--- src/rtl/spi_ctrl_pkg.sv ---
// spi_ctrl_pkg -- shared definitions for the SPI command sequencer.
//   Op encoding of the command byte's top two bits, FSM state encoding,
//   command field geometry and the register-address range check.
package spi_ctrl_pkg;

  // Command layout: op = cmd[CMD_W-1 -: OP_W], addr = cmd[CMD_W-OP_W-1:0]
  localparam int OP_W = 2;

  localparam logic [OP_W-1:0] OP_NOP    = 2'b00;
  localparam logic [OP_W-1:0] OP_WR     = 2'b01;
  localparam logic [OP_W-1:0] OP_RD     = 2'b10;
  localparam logic [OP_W-1:0] OP_STREAM = 2'b11;

  typedef enum logic [2:0] {
    IDLE,
    WR_WAIT,
    RD_FETCH,
    RD_WAIT,
    STREAM
  } state_t;

  function automatic int addr_w(input int cmd_w);
    return cmd_w - OP_W;
  endfunction

  function automatic logic addr_valid(input int addr, input int num_regs);
    return addr < num_regs;
  endfunction

endpackage

--- src/rtl/spi_ctrl_timer.sv ---
// spi_ctrl_timer -- watchdog between a command frame and its data frame.
//   Only built with SPI_CTRL_TIMEOUT_EN defined.
// Ports:
//   clk, rst  clock, async active-high reset
//   run       controller is waiting for a data frame
//   restart   a new command arrived; start counting again
//   expired   TIMEOUT_CYC cycles spent waiting
`ifdef SPI_CTRL_TIMEOUT_EN
module spi_ctrl_timer #(
  parameter int TIMEOUT_CYC = 1000000
) (
  input  logic clk,
  input  logic rst,
  input  logic run,
  input  logic restart,
  output logic expired
);

  localparam int CW = $clog2(TIMEOUT_CYC + 1);

  logic [CW-1:0] cnt;

  // cnt is 0 in the first waiting cycle, so expired fires in the
  // TIMEOUT_CYC-th waiting cycle and the FSM is back in IDLE right after.
  assign expired = run && (cnt == CW'(TIMEOUT_CYC - 1));

  always_ff @(posedge clk or posedge rst) begin
    if (rst)                 cnt <= '0;
    else if (!run || restart) cnt <= '0;
    else if (!expired)       cnt <= cnt + CW'(1);
  end

endmodule
`endif

--- src/rtl/spi_cmd_ctrl.sv ---
// spi_cmd_ctrl -- command/transaction sequencer behind the SPI slave.
//   Decodes each command byte and routes the next data frame to a register
//   write, a register readback (into tx_data) or a FIFO stream.
//   Optional macro: SPI_CTRL_TIMEOUT_EN adds a wait-for-data watchdog.
// Ports:
//   clk, rst               clock, async active-high reset
//   cmd_in, cmd_done       received command + completion pulse
//   rx_data, data_done     received data word + completion pulse
//   tx_data                word shifted out in the next data frame
//   reg_addr/wr_en/wdata   register bank write port (addr shared with read)
//   reg_rd_en, reg_rdata   register bank read, data 1 cycle after strobe
//   fifo_rd_en/rdata/empty stream FIFO pop, data 1 cycle after strobe
//   busy                   not IDLE
//   err                    sticky error, cleared by NOP or reset
module spi_cmd_ctrl
  import spi_ctrl_pkg::*;
#(
  parameter int                DATA_W      = 16,
  parameter int                CMD_W       = 8,
  parameter int                NUM_REGS    = 32,
  parameter logic [DATA_W-1:0] BAD_WORD    = 16'hDEAD,
  parameter logic [DATA_W-1:0] EMPTY_WORD  = 16'h0000,
  parameter int                TIMEOUT_CYC = 1000000
) (
  input  logic              clk,
  input  logic              rst,
  input  logic [CMD_W-1:0]  cmd_in,
  input  logic              cmd_done,
  input  logic [DATA_W-1:0] rx_data,
  input  logic              data_done,
  output logic [DATA_W-1:0] tx_data,
  output logic [CMD_W-3:0]  reg_addr,
  output logic              reg_wr_en,
  output logic [DATA_W-1:0] reg_wdata,
  output logic              reg_rd_en,
  input  logic [DATA_W-1:0] reg_rdata,
  output logic              fifo_rd_en,
  input  logic [DATA_W-1:0] fifo_rdata,
  input  logic              fifo_empty,
  output logic              busy,
  output logic              err
);

  localparam int AW = addr_w(CMD_W);

  state_t            state, state_nxt;
  logic [DATA_W-1:0] tx_nxt, wdata_nxt;
  logic [AW-1:0]     addr_nxt;
  logic              wr_nxt, rd_nxt, pop_nxt, err_nxt;
  logic              rd_ph, rd_ph_nxt;
  // [0] pop strobe in flight, [1] FIFO data returning this cycle
  logic [1:0]        vld_pipe;

  logic [OP_W-1:0]   cmd_op;
  logic [AW-1:0]     cmd_addr;
  logic              cmd_ok, reg_ok, pf_busy, tmo;

  assign cmd_op   = cmd_in[CMD_W-1 -: OP_W];
  assign cmd_addr = cmd_in[AW-1:0];
  assign cmd_ok   = addr_valid(32'(cmd_addr), NUM_REGS);
  assign reg_ok   = addr_valid(32'(reg_addr), NUM_REGS);
  assign pf_busy  = |vld_pipe;

  assign fifo_rd_en = vld_pipe[0];
  assign busy       = (state != IDLE);

`ifdef SPI_CTRL_TIMEOUT_EN
  logic wait_st;
  assign wait_st = (state == WR_WAIT) || (state == RD_WAIT);

  spi_ctrl_timer #(.TIMEOUT_CYC(TIMEOUT_CYC)) u_timer (
    .clk     (clk),
    .rst     (rst),
    .run     (wait_st),
    .restart (cmd_done),
    .expired (tmo)
  );
`else
  // Never true for any sensible TIMEOUT_CYC: without the timer the wait
  // states hold until the data frame or a new command.
  assign tmo = (TIMEOUT_CYC < 0);
`endif

  always_comb begin
    state_nxt = state;
    tx_nxt    = tx_data;
    addr_nxt  = reg_addr;
    wdata_nxt = reg_wdata;
    err_nxt   = err;
    wr_nxt    = 1'b0;
    rd_nxt    = 1'b0;
    pop_nxt   = 1'b0;
    rd_ph_nxt = 1'b0;

    // A pop issued last cycle lands in tx_data now.
    if (vld_pipe[1]) tx_nxt = fifo_rdata;

    if (cmd_done) begin
      // Abandoning a transaction that was waiting on data is an error;
      // so is a data frame lost to a simultaneous command.
      if ((state == WR_WAIT) || (state == RD_WAIT) ||
          (data_done && (state != IDLE) && (state != STREAM)))
        err_nxt = 1'b1;
      addr_nxt = cmd_addr;
      case (cmd_op)
        OP_NOP: begin
          err_nxt   = 1'b0;
          state_nxt = IDLE;
        end
        OP_WR:  state_nxt = WR_WAIT;
        OP_RD: begin
          state_nxt = RD_FETCH;
          rd_nxt    = cmd_ok;
        end
        default: begin
          state_nxt = STREAM;
          if (!pf_busy) begin
            if (!fifo_empty) pop_nxt = 1'b1;
            else             tx_nxt  = EMPTY_WORD;
          end
        end
      endcase
    end else if (tmo) begin
      state_nxt = IDLE;
      err_nxt   = 1'b1;
    end else begin
      case (state)
        WR_WAIT: if (data_done) begin
          state_nxt = IDLE;
          if (reg_ok) begin
            wr_nxt    = 1'b1;
            wdata_nxt = rx_data;
          end else begin
            err_nxt = 1'b1;
          end
        end
        // Phase 0: read strobe is out. Phase 1: bank data is valid.
        RD_FETCH: if (!rd_ph) begin
          rd_ph_nxt = 1'b1;
        end else begin
          tx_nxt    = reg_ok ? reg_rdata : BAD_WORD;
          err_nxt   = err | !reg_ok;
          state_nxt = RD_WAIT;
        end
        RD_WAIT: if (data_done) state_nxt = IDLE;
        STREAM: if (data_done && !pf_busy) begin
          if (!fifo_empty) pop_nxt = 1'b1;
          else             tx_nxt  = EMPTY_WORD;
        end
        default: ;
      endcase
    end
  end

  always_ff @(posedge clk or posedge rst) begin
    if (rst) begin
      state     <= IDLE;
      tx_data   <= '0;
      reg_addr  <= '0;
      reg_wdata <= '0;
      reg_wr_en <= 1'b0;
      reg_rd_en <= 1'b0;
      err       <= 1'b0;
      rd_ph     <= 1'b0;
      vld_pipe  <= '0;
    end else begin
      state     <= state_nxt;
      tx_data   <= tx_nxt;
      reg_addr  <= addr_nxt;
      reg_wdata <= wdata_nxt;
      reg_wr_en <= wr_nxt;
      reg_rd_en <= rd_nxt;
      err       <= err_nxt;
      rd_ph     <= rd_ph_nxt;
      vld_pipe  <= {vld_pipe[0], pop_nxt};
    end
  end

endmodule

--- config.mk ---
export PLATFORM = sky130hd
export DESIGN_NAME = spi_cmd_ctrl
export DESIGN_NICKNAME = d
export VERILOG_FILES = /design/src/rtl/spi_ctrl_pkg.sv /design/src/rtl/spi_ctrl_timer.sv /design/src/rtl/spi_cmd_ctrl.sv
export SDC_FILE = /design/constraint.sdc
export NUM_CORES = 1
export LEC_CHECK = 0
export BUFFER_PORTS_ARGS = -buffer_cell sky130_fd_sc_hd__buf_2
export CORE_UTILIZATION = 46
export DETAILED_ROUTE_END_ITERATION = 8
export PLACE_DENSITY = 0.9
export REMOVE_ABC_BUFFERS = 1
export SYNTH_ARGS = -nofsm -noshare
export SYNTH_HDL_FRONTEND = slang
export SYNTH_HIERARCHICAL = 1
export SYNTH_SLANG_ARGS = --single-unit
export TNS_END_PERCENT = 50
--- constraint.sdc ---
create_clock -name clk -period 2.3 [get_ports clk]
set_clock_uncertainty 0.05 [all_clocks]
set_input_delay 0.115 -clock clk [delete_from_list [all_inputs] [get_ports clk]]
set_output_delay 0.115 -clock clk [all_outputs]
set_load 0.05 [all_outputs]
# ---- Word-level counts from Yosys, hierarchy flattened
# Cells that the tools add are included.
dict set report totals {
  regBits 47
  input_bits 61
  output_inout_bits 43
  elab_cells 78
}
dict set report classes {
  order_cmp 2
  eq_ne 12
  muxes 36
  n_bitwise 2
  n_reduce_logical 17
}
# cell count
set op_table {}
lappend op_table {{2-to-1 mux 16 bit} 8}
lappend op_table {{one-hot mux 16 bit (2 select lines)} 1}
lappend op_table {{2-to-1 mux 1 bit} 21}
lappend op_table {{< comparator 6 bit (second input constant)} 2}
lappend op_table {{inequality test 3 bit (second input constant)} 4}
lappend op_table {{2-to-1 mux 3 bit} 3}
lappend op_table {{one-hot mux 3 bit (3 select lines)} 1}
lappend op_table {{nonzero test 3 bit} 3}
lappend op_table {{== test 3 x 2 -> 1 bit (second input constant)} 2}
lappend op_table {{inequality test 3 x 1 -> 1 bit (second input constant)} 2}
lappend op_table {{one-hot mux 3 bit (2 select lines)} 1}
lappend op_table {{AND reduction 5 bit} 1}
lappend op_table {{AND reduction 4 bit} 1}
lappend op_table {{OR reduction 2 bit} 2}
lappend op_table {{== test 3 x 1 -> 1 bit (second input constant)} 1}
lappend op_table {{== test 3 bit (second input constant)} 1}
lappend op_table {{logical AND 1 bit} 3}
lappend op_table {{AND reduction 3 bit} 1}
lappend op_table {{OR reduction 3 bit} 1}
lappend op_table {{== test 2 x 1 -> 1 bit (second input constant)} 1}
lappend op_table {{== test 2 bit (second input constant)} 1}
lappend op_table {{zero test 1 bit} 2}
lappend op_table {{zero test 2 bit} 1}
lappend op_table {{logical OR 1 bit} 2}
lappend op_table {{other kinds (3)} 3}

# ---- Depth between registers and ports, before layout
dict set report depth {
  word_depth 7
  ltp_mapped 6
  mapped_depth_nobuf 4
}

# ---- Worst setup path before layout
# No wires, ideal clock.
dict set report synth_path {
  path_kind {flip-flop to flip-flop}
  startpoint {register reg_addr[5]}
  endpoint {register reg_wdata[10]}
  setup_ns 0.125
  arrival_ns 1.505
  required_time_ns 2.125
  slack_ns 0.620
  stages_incl_launch_ff 5
  n_path_buf 1
  synth_period_minus_slack_ns 1.680
  cell_sequence {dfrtp_1 -> nor2_1 -> nand3_4 -> buf_2 -> mux2_2}
}
dict set report synth_via {
  elab_chain_len 2
}
# item line_no
set synth_lines {}
lappend synth_lines {{from (decl)} spi_cmd_ctrl.sv:32} ;# output logic [CMD_W-3:0] reg_addr,
lappend synth_lines {{from (signal assigned)} spi_cmd_ctrl.sv:169} ;# reg_addr <= addr_nxt;
lappend synth_lines {{< comparator 6 bit} spi_ctrl_pkg.sv:27} ;# return addr < num_regs;
lappend synth_lines {{AND reduction 4 bit (no line)} n/a}
lappend synth_lines {{to (signal assigned)} spi_cmd_ctrl.sv:170} ;# reg_wdata <= wdata_nxt;
lappend synth_lines {{to (decl)} spi_cmd_ctrl.sv:34} ;# output logic [DATA_W-1:0] reg_wdata,
# Every way passes these cells.
# A chain may end at the register's enable or synchronous reset.

# ---- Final worst setup path
dict set report layout_path {
  startpoint {register state[0]}
  endpoint {register tx_data[2]}
}
dict set report layout_via {
  elab_chain_len 3
  elab_cells_between_ends 4
  cone_classes {2 x eq/ne; 2 x mux}
}
# item line_no
set layout_lines {}
lappend layout_lines {{from (decl)} spi_cmd_ctrl.sv:46} ;# state_t state, state_nxt;
lappend layout_lines {{from (signal assigned)} spi_cmd_ctrl.sv:167} ;# state <= state_nxt;
lappend layout_lines {{== test 3 bit or == test 3 x 2 -> 1 bit (tied branches)} spi_cmd_ctrl.sv:127} ;# case (state)
lappend layout_lines {{one-hot mux 16 bit (2 select lines) (*)} spi_cmd_ctrl.sv:127}
lappend layout_lines {{2-to-1 mux 16 bit (*)} spi_cmd_ctrl.sv:98} ;# if (cmd_done) begin
lappend layout_lines {{named net tx_nxt[2]} spi_cmd_ctrl.sv:47} ;# logic [DATA_W-1:0] tx_nxt, wdata_nxt;
lappend layout_lines {{to (signal assigned)} spi_cmd_ctrl.sv:168} ;# tx_data <= tx_nxt;
lappend layout_lines {{to (decl)} spi_cmd_ctrl.sv:31} ;# output logic [DATA_W-1:0] tx_data,
# Mark *: on every way through the listed nets, which the timed path passes. The rest lies on a longest branch.

==> out/results.ini <==
[run_status]
status = complete, no violations

[detailed_routing]
drt_iter0_drc = 115
remaining_drc_errors = 0
postRouteAntennaNets = 0
viasPerCell = 5.47
firstDrtPassIters = 4
via_count = 2030
routedWlPerCell_um = 16.8
routed_wirelength_um = 6250

[grt]
grt_pass1_vias = 2066
gr-total-overflow = 0
antenna_found_initial = 0
grt_util_all_layers_pct = 26.1
grt_max_degree = 48
grt_first_pass_wirelength_um = 9920

[floorplan]
pin_count = 104
start_util_pct = 49.2
core_area_mm2 = 0.00450
die_x_um = 71.4
num_rows = 24
die_area_mm2 = 0.00510
fp.dieH_um = 71.4

[setup_path]
required_ns = 2.45
crit_arrival_ns = 2.05
slowest_delay_ns = 0.54
worstPathCellList = or3b_1, or2_1, o221ai_1, nand2_1
cp_max_fo = 13
crit_path_start_kind = flop
crit_slowest_cell = dfrtp_1
criticalPathCategory = flop to flop
endpoint_kind = flop

[sta]
drv_slew = 0
fin_crit_sh_pct = 82.3
fin_crit_ns = 1.89
setup_tns_ns = 0
worst_slew_pin_slew_ns = 0.569
rsz0062_at_grt = false
timing.fmax_mhz = 528
slew_headroom_pct = 61.5
setup_viol = 0
hold_viol_final = 0

[clock_tree]
cts_tree = built
cts-buffers-inserted = 5
cts_root_buffer = clkbuf_8
clock_sinks = 47
clkLatencyLatePin_ns = 0.31
postCtsSetupBuffers = 0
clkTransAtPathRegs_ns = 0.10
ctsLongestPathBuffers = 2
htree_levels = 2

[worst_hold_path]
hp-class = input pin to flop

[synthesis]
yosysUniqueCellTypes = 38
syn-cell-area_mm2 = 0.00222
yosys_warnings = 6
post_synth_inst_count = 187
postSynthAreaPerCell_um2 = 11.9
synth-seq-area-share_pct = 53.0
synth-seq-cells = 47

[layout]
n_antenna_cell = 0
fin_nets = 379
layout-drive-gt1-share_pct = 48.9
syn_to_final_growth_pct = 41.5

[placement]
post-dp-hpwl_um = 3910
gp_congestion = 0.841
io_buffers = 103

[pwr]
p_leak_nw = 1.58
power.density_mw_per_mm2 = 1020
ir_worst_vdd_mv = 0.885
fin_total_pwr_mw = 3.21

[run]
timing.max_cap.violations = 0

==> layout make-up <==
cell class | instances | area (um^2)
clock buffers | 5 | 68.8
multi-input cells | 125 | 965
well taps | 52 | 65.1
inverters | 4 | 15.0
clock inverters | 3 | 23.8
fillers | 322 | 1370
flip-flops and latches | 47 | 1180
repair buffers | 135 | 823
==> stage by stage <==
step / hold slack [ns] / instance area (um^2) / utilization (%) / setup slack (ns) / instances
after global placement: 0.236 / 2770 / 61.6 / 0.559 / 336
after detailed placement: 0.249 / 2770 / 61.6 / 0.435 / 336
after global routing: 0.0418 / 3140 / 69.6 / 0.337 / 371
final: 0.0223 / 3140 / 69.6 / 0.407 / 371
after CTS: 0.0168 / 3140 / 69.6 / 0.442 / 371
after floorplan: 0.136 / 2150 / - / 0.257 / 176
==> registers in the layout, summed over array words and instances (netlist names) <==
register / cells
tx_data: 16
rd_ph: 1
reg_wdata: 16
reg_wr_en: 1
vld_pipe: 2
reg_addr: 6
reg_rd_en: 1
state: 3
err: 1
==> placed cells by master, fill, tap and decap left out, types with 2 or more instances in the layout <==
cell type and count:
dfrtp_1 47, buf_4 5, nand2b_1 3, nand3b_1 2, a21oi_1 7, o22ai_1 2
buf_2 103, inv_1 2, nor2_1 9, o21ai_0 6, clkbuf_8 5, clkinvlp_4 2
nor3_1 2, dlygate4sd3_1 27, o221ai_1 10, mux2_2 34, inv_2 2, mux2i_1 5
nand2_1 25
==> kinds of logic (layout without fill, tap and decap cells) <==
group           count (synthesis)  count (layout)  share of synthesized area, %
flops                          47              47                          53.0
buf+inv                        15             147                          3.72
compound gates                 33              33                          10.4
simple gates                   51              51                          12.4
xor+xnor                        1               1                         0.395
mux                            40              40                          20.0
==> path summary, 6_finish.rpt <==
check	slack, ns	depth (start not counted)	from	to
worst max-delay path	0.41	4	state[0]	tx_data[2]
worst min-delay path	0.02	3	reg_rdata[12]	tx_data[12]
worst max register to register	0.41	4	state[0]	tx_data[2]
worst min register to register	0.42	0	vld_pipe[0]	vld_pipe[1]
max in group asynchronous	1.36	4	rst	tx_data[1]
min in group asynchronous	0.44	4	rst	reg_wr_en
==> Yosys cell counts (all sizes together) <==
master | instances | area share, %
nor4 | 1 | 0.96
nor3b | 1 | 0.34
mux2 | 35 | 18
buf | 9 | 2.7
nand3 | 2 | 1.0
xnor2 | 1 | 0.40
o22ai | 2 | 0.56
o221ai | 10 | 4.0
o32a | 1 | 0.45
dfrtp | 47 | 53
nand2b | 3 | 0.85
o21ai | 6 | 1.4
and3 | 1 | 0.28
a21oi | 7 | 1.6
a21o | 1 | 0.34
a41oi | 1 | 0.40
mux2i | 5 | 2.3
or3b | 1 | 0.40
or2 | 1 | 0.28
clkbuf | 2 | 0.34
nor3 | 2 | 0.45
nand3b | 2 | 0.68
a22o | 1 | 0.40
a221oi | 1 | 0.40
nor4bb | 1 | 0.45
nand2 | 25 | 4.2
nand4 | 1 | 0.28
nor2 | 9 | 1.5
inv | 4 | 0.68
a2111oi | 1 | 0.40
or4b | 1 | 0.62
a31oi | 1 | 0.28
a211oi | 1 | 0.34
==> per-layer routing <==
metal,track usage (%),routed length (um)
met4,8.89,82
met5,0,0
met2,45.1,3080
met3,7.74,514
met1,31.3,2580
==> power by group <==
part | switching (mW) | total, mW | internal, mW
sequential | 0.145 | 1.18 | 1.04
clock | 0.308 | 0.526 | 0.218
combinational | 1.06 | 1.50 | 0.438
total | 1.51 | 3.21 | 1.70
==> critical path: cells and delay by family, from the launching register on <==
family / cells / cell delay [ns]
simple gates: 3 / 0.94
flops: 1 / 0.54
compound gates: 1 / 0.26
==> repair_timing <==
action                                 CTS  global route
hold buffers                            27             0
resized for setup                        0             0
endpoints found under the hold margin   73             0
Note: power is estimated with default switching activity, not from simulation.
